File: config.mk
export PLATFORM = sky130hd
export DESIGN_NAME = regwrite_arbiter_flat
export DESIGN_NICKNAME = d
export VERILOG_FILES = /design/src/rtl/regwrite_arbiter_if.sv /design/src/rtl/regwrite_arbiter.sv /design/src/flat_wrapper.sv
export SDC_FILE = /design/constraint.sdc
export NUM_CORES = 1
export LEC_CHECK = 0
export CORE_MARGIN = 10
export CORE_UTILIZATION = 45
export DETAILED_ROUTE_END_ITERATION = 16
export PLACE_DENSITY = 0.8
export SETUP_SLACK_MARGIN = 0.3
export SLEW_MARGIN = 30
export SYNTH_ARGS = -nofsm -noshare
export SYNTH_HDL_FRONTEND = slang
export SYNTH_SLANG_ARGS = --single-unit
File: constraint.sdc
create_clock -name clk -period 2.3 [get_ports clk]
set_clock_uncertainty 0.2 [all_clocks]
set_input_delay 0.23 -clock clk [delete_from_list [all_inputs] [get_ports clk]]
set_output_delay 0.23 -clock clk [all_outputs]
set_load 0.05 [all_outputs]
File: src/rtl/regwrite_arbiter_if.sv
// Register-file write request/grant bundle shared by the two requesters
// and the arbitrated write port.
interface regwrite_arbiter_if #(
   parameter int ADDR_W = 5,
   parameter int DATA_W = 32
);
   logic              a_valid;
   logic [ADDR_W-1:0] a_addr;
   logic [DATA_W-1:0] a_data;
   logic              a_ready;
   logic              b_valid;
   logic [ADDR_W-1:0] b_addr;
   logic [DATA_W-1:0] b_data;
   logic              b_ready;
   logic              wr_en;
   logic [ADDR_W-1:0] wr_addr;
   logic [DATA_W-1:0] wr_data;
   logic              wr_src;
   logic              busy;

   modport slave (
      input  a_valid, a_addr, a_data, b_valid, b_addr, b_data,
      output a_ready, b_ready, wr_en, wr_addr, wr_data, wr_src, busy
   );

   modport master (
      output a_valid, a_addr, a_data, b_valid, b_addr, b_data,
      input  a_ready, b_ready, wr_en, wr_addr, wr_data, wr_src, busy
   );
endinterface

File: src/rtl/regwrite_arbiter.sv
// Two-requester register-file write arbiter: one-entry buffer per requester,
// round-robin on conflicts, oldest-first when both target the same register.
module regwrite_arbiter #(
   parameter int ADDR_W = 5,
   parameter int DATA_W = 32
) (
   input logic               clk,
   input logic               reset,
   regwrite_arbiter_if.slave bus
);
   logic              a_full_q, a_full_d, b_full_q, b_full_d;
   logic [ADDR_W-1:0] a_addr_q, a_addr_d, b_addr_q, b_addr_d;
   logic [DATA_W-1:0] a_data_q, a_data_d, b_data_q, b_data_d;
   logic              rr_ptr_q, rr_ptr_d;     // 0 = A next, 1 = B next
   logic              b_older_q, b_older_d;   // meaningful only while both full
   logic              gnt_a, gnt_b, a_rdy, b_rdy, a_load, b_load;

   always_comb begin
      gnt_a = 1'b0;
      gnt_b = 1'b0;
      if (!reset) begin
         if (a_full_q && b_full_q) begin
            gnt_b = (a_addr_q == b_addr_q) ? b_older_q : rr_ptr_q;
            gnt_a = !gnt_b;
         end else begin
            gnt_a = a_full_q;
            gnt_b = b_full_q;
         end
      end
   end

   assign a_rdy  = !reset && (!a_full_q || gnt_a);
   assign b_rdy  = !reset && (!b_full_q || gnt_b);
   assign a_load = bus.a_valid && a_rdy && (bus.a_addr != '0);
   assign b_load = bus.b_valid && b_rdy && (bus.b_addr != '0);

   always_comb begin
      a_full_d  = a_full_q && !gnt_a;
      a_addr_d  = a_addr_q;
      a_data_d  = a_data_q;
      b_full_d  = b_full_q && !gnt_b;
      b_addr_d  = b_addr_q;
      b_data_d  = b_data_q;
      rr_ptr_d  = rr_ptr_q;
      b_older_d = b_older_q;
      if (a_load) begin
         a_full_d = 1'b1;
         a_addr_d = bus.a_addr;
         a_data_d = bus.a_data;
      end
      if (b_load) begin
         b_full_d = 1'b1;
         b_addr_d = bus.b_addr;
         b_data_d = bus.b_data;
      end
      if (a_full_q && b_full_q)
         rr_ptr_d = gnt_a;
      // Same-edge acceptance leaves A older; a lone new entry is younger than a survivor.
      if (b_load)
         b_older_d = 1'b0;
      else if (a_load)
         b_older_d = b_full_d;
   end

   always_ff @(posedge clk) begin
      if (reset) begin
         a_full_q  <= 1'b0;
         a_addr_q  <= '0;
         a_data_q  <= '0;
         b_full_q  <= 1'b0;
         b_addr_q  <= '0;
         b_data_q  <= '0;
         rr_ptr_q  <= 1'b0;
         b_older_q <= 1'b0;
      end else begin
         a_full_q  <= a_full_d;
         a_addr_q  <= a_addr_d;
         a_data_q  <= a_data_d;
         b_full_q  <= b_full_d;
         b_addr_q  <= b_addr_d;
         b_data_q  <= b_data_d;
         rr_ptr_q  <= rr_ptr_d;
         b_older_q <= b_older_d;
      end
   end

   always_comb begin
      bus.wr_addr = '0;
      bus.wr_data = '0;
      if (gnt_b) begin
         bus.wr_addr = b_addr_q;
         bus.wr_data = b_data_q;
      end else if (gnt_a) begin
         bus.wr_addr = a_addr_q;
         bus.wr_data = a_data_q;
      end
   end

   assign bus.wr_en   = gnt_a || gnt_b;
   assign bus.wr_src  = gnt_b;
   assign bus.a_ready = a_rdy;
   assign bus.b_ready = b_rdy;
   assign bus.busy    = !reset && (a_full_q || b_full_q);
endmodule

File: src/flat_wrapper.sv
// flat-port wrapper written by rule: the top's interface ports become plain ports
module regwrite_arbiter_flat 
#(
   parameter int ADDR_W = 5,
   parameter int DATA_W = 32
)
  (clk, reset, bus_a_valid, bus_a_addr, bus_a_data, bus_b_valid, bus_b_addr, bus_b_data, bus_a_ready, bus_b_ready, bus_wr_en, bus_wr_addr, bus_wr_data, bus_wr_src, bus_busy);
  regwrite_arbiter_if #(.ADDR_W(ADDR_W), .DATA_W(DATA_W)) bus_i ();
  input logic clk;
  input logic reset;
  input wire logic [$bits(bus_i.a_valid)-1:0] bus_a_valid;
  input wire logic [$bits(bus_i.a_addr)-1:0] bus_a_addr;
  input wire logic [$bits(bus_i.a_data)-1:0] bus_a_data;
  input wire logic [$bits(bus_i.b_valid)-1:0] bus_b_valid;
  input wire logic [$bits(bus_i.b_addr)-1:0] bus_b_addr;
  input wire logic [$bits(bus_i.b_data)-1:0] bus_b_data;
  output wire logic [$bits(bus_i.a_ready)-1:0] bus_a_ready;
  output wire logic [$bits(bus_i.b_ready)-1:0] bus_b_ready;
  output wire logic [$bits(bus_i.wr_en)-1:0] bus_wr_en;
  output wire logic [$bits(bus_i.wr_addr)-1:0] bus_wr_addr;
  output wire logic [$bits(bus_i.wr_data)-1:0] bus_wr_data;
  output wire logic [$bits(bus_i.wr_src)-1:0] bus_wr_src;
  output wire logic [$bits(bus_i.busy)-1:0] bus_busy;
  assign bus_i.a_valid = bus_a_valid;
  assign bus_i.a_addr = bus_a_addr;
  assign bus_i.a_data = bus_a_data;
  assign bus_i.b_valid = bus_b_valid;
  assign bus_i.b_addr = bus_b_addr;
  assign bus_i.b_data = bus_b_data;
  assign bus_a_ready = bus_i.a_ready;
  assign bus_b_ready = bus_i.b_ready;
  assign bus_wr_en = bus_i.wr_en;
  assign bus_wr_addr = bus_i.wr_addr;
  assign bus_wr_data = bus_i.wr_data;
  assign bus_wr_src = bus_i.wr_src;
  assign bus_busy = bus_i.busy;
  regwrite_arbiter #(.ADDR_W(ADDR_W), .DATA_W(DATA_W)) u_core (.clk(clk), .reset(reset), .bus(bus_i));
endmodule
# Yosys cells after proc, flatten, opt, wreduce, memory -nomap -nowiden
# Index checks and enable logic that the tools add are counted.
totals:
  ff_bits: 78
  inputBits: 78
  wordCells: 43
classes:
  n_eq_ne: 1
  n_mux: 11
  reduce_logical: 23
ops:
  columns: ["operator", "n"]
  rows:
  - ["2-to-1 mux 32 bit", 2]
  - ["logical AND 1 bit", 10]
  - ["2-to-1 mux 5 bit", 2]
  - ["nonzero test 5 bit", 2]
  - ["2-to-1 mux 1 bit", 7]
  - ["logical NOT 1 bit", 6]
  - ["== test 5 bit", 1]
  - ["logical OR 1 bit", 4]
  - ["OR reduction 2 bit", 1]

# Logic depth before layout (Yosys ltp)
depth:
  ltp_word: 10
  ltp_mapped: 8
  ltp_nobuf: 6

# Worst setup path before layout
# No wires, ideal clock.
synth_timing:
  kind: "register to output"
  start: "reg u_core.a_addr_q[2]"
  end: "out bus_wr_data[22]"
  t_arrival_ns: 2.074
  required_time_ns: 1.870
  setup_slack_ns: -0.204
  stages_incl_launch_ff: 8
  path_buffers: 1
  path_cell_list: "dfxtp_1 > xnor2_1 > and3_4 > a211oi_1 > or3_4 > nor2_2 > buf_2 > a22o_1"
synth_via:
  elab_cells_between_ends: 9
synth_lines:
  columns: ["item", "line_no", "rtl"]
  rows:
  - ["start: declaration", "regwrite_arbiter.sv:12", "logic [ADDR_W-1:0] a_addr_q, a_addr_d, b_addr_q, b_addr_d;"]
  - ["start signal: assignment", "regwrite_arbiter.sv:77", "a_addr_q <= a_addr_d;"]
  - ["== test 5 bit", "regwrite_arbiter.sv:23", "gnt_b = (a_addr_q == b_addr_q) ? b_older_q : rr_ptr_q;"]
  - ["2-to-1 mux 1 bit", "regwrite_arbiter.sv:23", null]
  - ["2-to-1 mux 1 bit", "regwrite_arbiter.sv:22", "if (a_full_q && b_full_q) begin"]
  - ["2-to-1 mux 1 bit", "regwrite_arbiter.sv:21", "if (!reset) begin"]
  - ["via bus_wr_src", "flat_wrapper.sv:22", "output wire logic [$bits(bus_i.wr_src)-1:0] bus_wr_src;"]
  - ["2-to-1 mux 32 bit", "regwrite_arbiter.sv:90", "if (gnt_b) begin"]
  - ["end: declaration", "flat_wrapper.sv:21", "output wire logic [$bits(bus_i.wr_data)-1:0] bus_wr_data;"]
# The timed path passes the listed nets, and every way through them passes these cells.

# Final worst setup path
layout_timing:
  start: "reg u_core.b_addr_q[1]"
  end: "out bus_wr_data[2]"
layout_via:
  elab_chain_len: 7
  elab_cells_between_ends: 9
layout_lines:
  columns: ["item", "line_no", "rtl"]
  rows:
  - ["start: declaration", "regwrite_arbiter.sv:12", null]
  - ["start signal: assignment", "regwrite_arbiter.sv:80", "b_addr_q <= b_addr_d;"]
  - ["== test 5 bit (*)", "regwrite_arbiter.sv:23", null]
  - ["2-to-1 mux 1 bit (*)", "regwrite_arbiter.sv:23", null]
  - ["logical NOT 1 bit", "regwrite_arbiter.sv:24", "gnt_a = !gnt_b;"]
  - ["2-to-1 mux 1 bit", "regwrite_arbiter.sv:22", null]
  - ["2-to-1 mux 1 bit", "regwrite_arbiter.sv:21", null]
  - ["2-to-1 mux 32 bit", "regwrite_arbiter.sv:93", "end else if (gnt_a) begin"]
  - ["2-to-1 mux 32 bit (*)", "regwrite_arbiter.sv:90", null]
# Every way passes the cells marked *; elsewhere a longest branch is shown, timed or not.

==> run_results.csv <==
group,metric,value,unit
setup_path,cp-end-kind,"output port",
timing,tightest_slew,1050,ps
synthesis,synth_edf_count,0,
route,wl_per_cell,27.5,um
synthesis,synthMuxAreaShare,0.107,
floorplanning,design.core.area,7370,sq um
cells_and_area,layout.nets,611,
synthesis,ys_ff_latch,78,
setup_path,reg2reg_depth,10,
cells_and_area,antenna_cells,0,
timing,fin_ws,-582,ps
setup_path,required,1870,ps
global_route,grt_pass1_wl,20800,um
synthesis,synth.top_cell.area_share,0.452,
pwr,power.total,3.35,mW
timing,layout_min_cycle_time,2880,ps
global_route,grt_max_degree,36,
route,initialDrtViolationCount,377,
synthesis,ys_seq_area_frac,0.452,
timing,slew_violations,0,
clocking,clkTransAtPathRegs,90,ps
synthesis,ys_types,33,
cells_and_area,syn_to_final_growth,89.1,%
route,drt-total-wl,17500,um
route,num_vias,4117,
clocking,clk_path_buf_depth,2,
clocking,clockRootBuffer,"clkbuf_8",
timing,finalSetupViolations,87,
floorplanning,floorplan.rows,31,
setup_path,path_max_fanout,7,
setup_path,crit_start,"u_core.b_addr_q[1]$_SDFFE_PP0P_",
cells_and_area,fin_area,6530,sq um
timing,fmaxAchievable,0.347,GHz
timing,max_slew_margin,0.299,
route,antenna_left,0,
synthesis,synth_top_family_by_area,"compound AO/OA/AOI/OAI gates",
floorplanning,ioPinCount,120,
synthesis,synth.most_common_cell,"dfxtp_1",
synthesis,synth_nets,463,
route,drc_errors,0,
run_status,status,"finished with violations",
synthesis,yosys.area_share.simple,0.135,
place,gp_congestion,0.905,
setup_path,cp-start-kind,"register",
floorplanning,die_x,108,um
clocking,h-tree-depth,3,
synthesis,ys.flop_type,"dfxtp_1",
floorplanning,initial_utilization,0.469,
setup_path,worstPathArrival,2450,ps
clocking,clock_sinks,78,
synthesis,synth_xor_area_frac,0.0127,
timing,post-route-period-util,1.25,
floorplanning,die_h,108,um
setup_path,r2r_start,"u_core.b_addr_q[1]$_SDFFE_PP0P_",
clocking,clock_latency,370,ps
route,drt-pass1-iter-count,5,
global_route,grt_pass1_vias,3860,
global_route,antenna_found_initial,0,
synthesis,syn_area_per_cell,8.97,sq um
setup_path,rrSetupSlack,-130,ps
hold_path,hold_path_end,"u_core.a_data_q[16]$_SDFFE_PP0P_",
global_route,groute.usage.overall,0.225,
place,placed_area,5520,sq um
synthesis,synth_compound_area_frac,0.233,
floorplanning,die_area,11600,sq um
hold_path,min_from,"bus_a_data[16]",
cells_and_area,layout-drive-gt1-share,0.389,
clocking,cts_buffers,9,
place,io_buffer_count,119,
clocking,cts_tree,"built",
synthesis,synth_fa_ha_area_frac,0,
synthesis,yosysWarnings,0,
hold_path,hold_class,"input port to register",
timing,hold_viol,0,
synthesis,synthArstFlopShare,0,
run,maxCapViolCount,0,
synthesis,postSynthCellCount,385,
setup_path,rr_endpoint,"u_core.a_data_q[3]$_SDFFE_PP0P_",
synthesis,synth_area_leaders,"dfxtp_1 (45%), mux2i_1 (11%), a22o_1 (9.4%)",
timing,rsz0062_at_grt,"yes",
place,hpwl,8630,um
cells_and_area,fin_util,0.886,
run_status,violations,"setup timing",
pwr,ir_worst_vdd,0.000459,V
hold_path,holdPathStages,3,
pwr,powerDensity,513,nW/um^2
synthesis,synth_common_cells,"dfxtp_1 (78), a21oi_1 (42), nor2_1 (40)",
synthesis,syn_area,3450,sq um
route,drt-vias-per-instance,6.47,
global_route,overflow,0,
pwr,p_leak,2.57,nW
setup_path,path_class,"register to output port",
synthesis,synth_top_cell_by_area,"dfxtp_1",
per-stage QoR:
step | hold WS (ps) | cells | worst slack (ps) | setup TNS, ps
2_1_floorplan | 163 | 385 | 127 | 0
3_3_place_gp | 261 | 591 | -3.36 | -36.7
3_5_place_dp | 275 | 591 | -62.0 | -1220
4_1_cts | 198 | 617 | -431 | -15290
5_1_grt | 228 | 636 | -603 | -25670
6_report | 223 | 636 | -582 | -22790
worst max path at each step:
stage / endpoint / slack, ps / cells after the start
5_1_grt: bus_wr_data[5] / -600 / 10
6_report: bus_wr_data[2] / -580 / 10
4_1_cts: bus_wr_data[29] / -430 / 8
3_5_place_dp: bus_wr_data[29] / -60 / 8
3_3_place_gp: bus_wr_data[13] / -3 / 8
2_1_floorplan: bus_wr_data[10] / 130 / 8
worst max-delay path: stages (launching register included):
cell     delay, ps
dfxtp_2        370
xnor2_2        160
buf_4          150
nand3_4        120
nor4_4          50
or3_4          410
nor2_4         190
buf_12         170
buf_12         150
a22o_4         150
buf_12         130
registers in the layout, summed over array words and instances, names as in the netlist:
| name | count |
|---|---|
| u_core.rr_ptr_q | 1 |
| u_core.b_addr_q | 5 |
| u_core.a_full_q | 1 |
| u_core.a_addr_q | 5 |
| u_core.b_older_q | 1 |
| u_core.b_full_q | 1 |
| u_core.b_data_q | 32 |
| u_core.a_data_q | 32 |
area by class of cell:
cell class | instances | area, sq um
Clock buffer | 10 | 138
Clock inverter | 5 | 60.1
Fill cell | 324 | 838
Inverter | 3 | 11.3
Multi-Input combinational cell | 268 | 2300
Sequential cell | 78 | 1580
Tap cell | 99 | 124
Timing Repair Buffer | 173 | 2320
timing repair:
item	in CTS	in global routing
resized for setup	36	66
endpoints found under the hold margin	0	0
setup buffers	9	7
hold buffers	0	0
pin swaps	7	28
setup endpoints to repair	77	118
gates cloned	2	12
cell families (layout without fill, tap and decap cells):
logic type             count (synthesis)  after routing
AND/OR/NAND/NOR                       99             99
AO/OA/AOI/OAI                        127            127
multiplexers                          37             37
buffers and inverters                 39            191
XOR/XNOR                               5              5
flip-flops                            78             78
routing by layer:
metal  wire, um  global-route usage  vias to the layer above
met5          0                   0                        -
met4       1010              0.0916                        0
met3       1780              0.0802                      100
met2       8590               0.390                      331
met1       6080               0.243                     1992
li1           -                   -                     1694
cell usage in the layout, fill, tap and decap left out, types with 3 or more instances in the layout:
master,count
nand3_1,33
dfxtp_4,4
nand3_2,3
buf_6,7
buf_8,3
buf_4,28
mux2i_1,35
nand2_1,5
buf_12,47
a22o_4,36
nand3_4,3
nor2_1,40
o21ai_4,3
dfxtp_2,4
a21oi_1,29
a21oi_2,12
o21ai_0,15
clkbuf_8,10
inv_1,3
clkbuf_16,9
o21ai_2,9
clkdlybuf4s50_1,76
xnor2_2,4
o21ai_1,13
dfxtp_1,70
and3_4,3
where the power goes:
group | internal, mW | leakage, nW | switching, mW
Clock | 0.527 | 0.0983 | 0.562
Sequential | 1.41 | 0.642 | 0.0689
Combinational | 0.393 | 1.83 | 0.386
Total | 2.33 | 2.57 | 1.02
(Power assumes the default switching activity.)
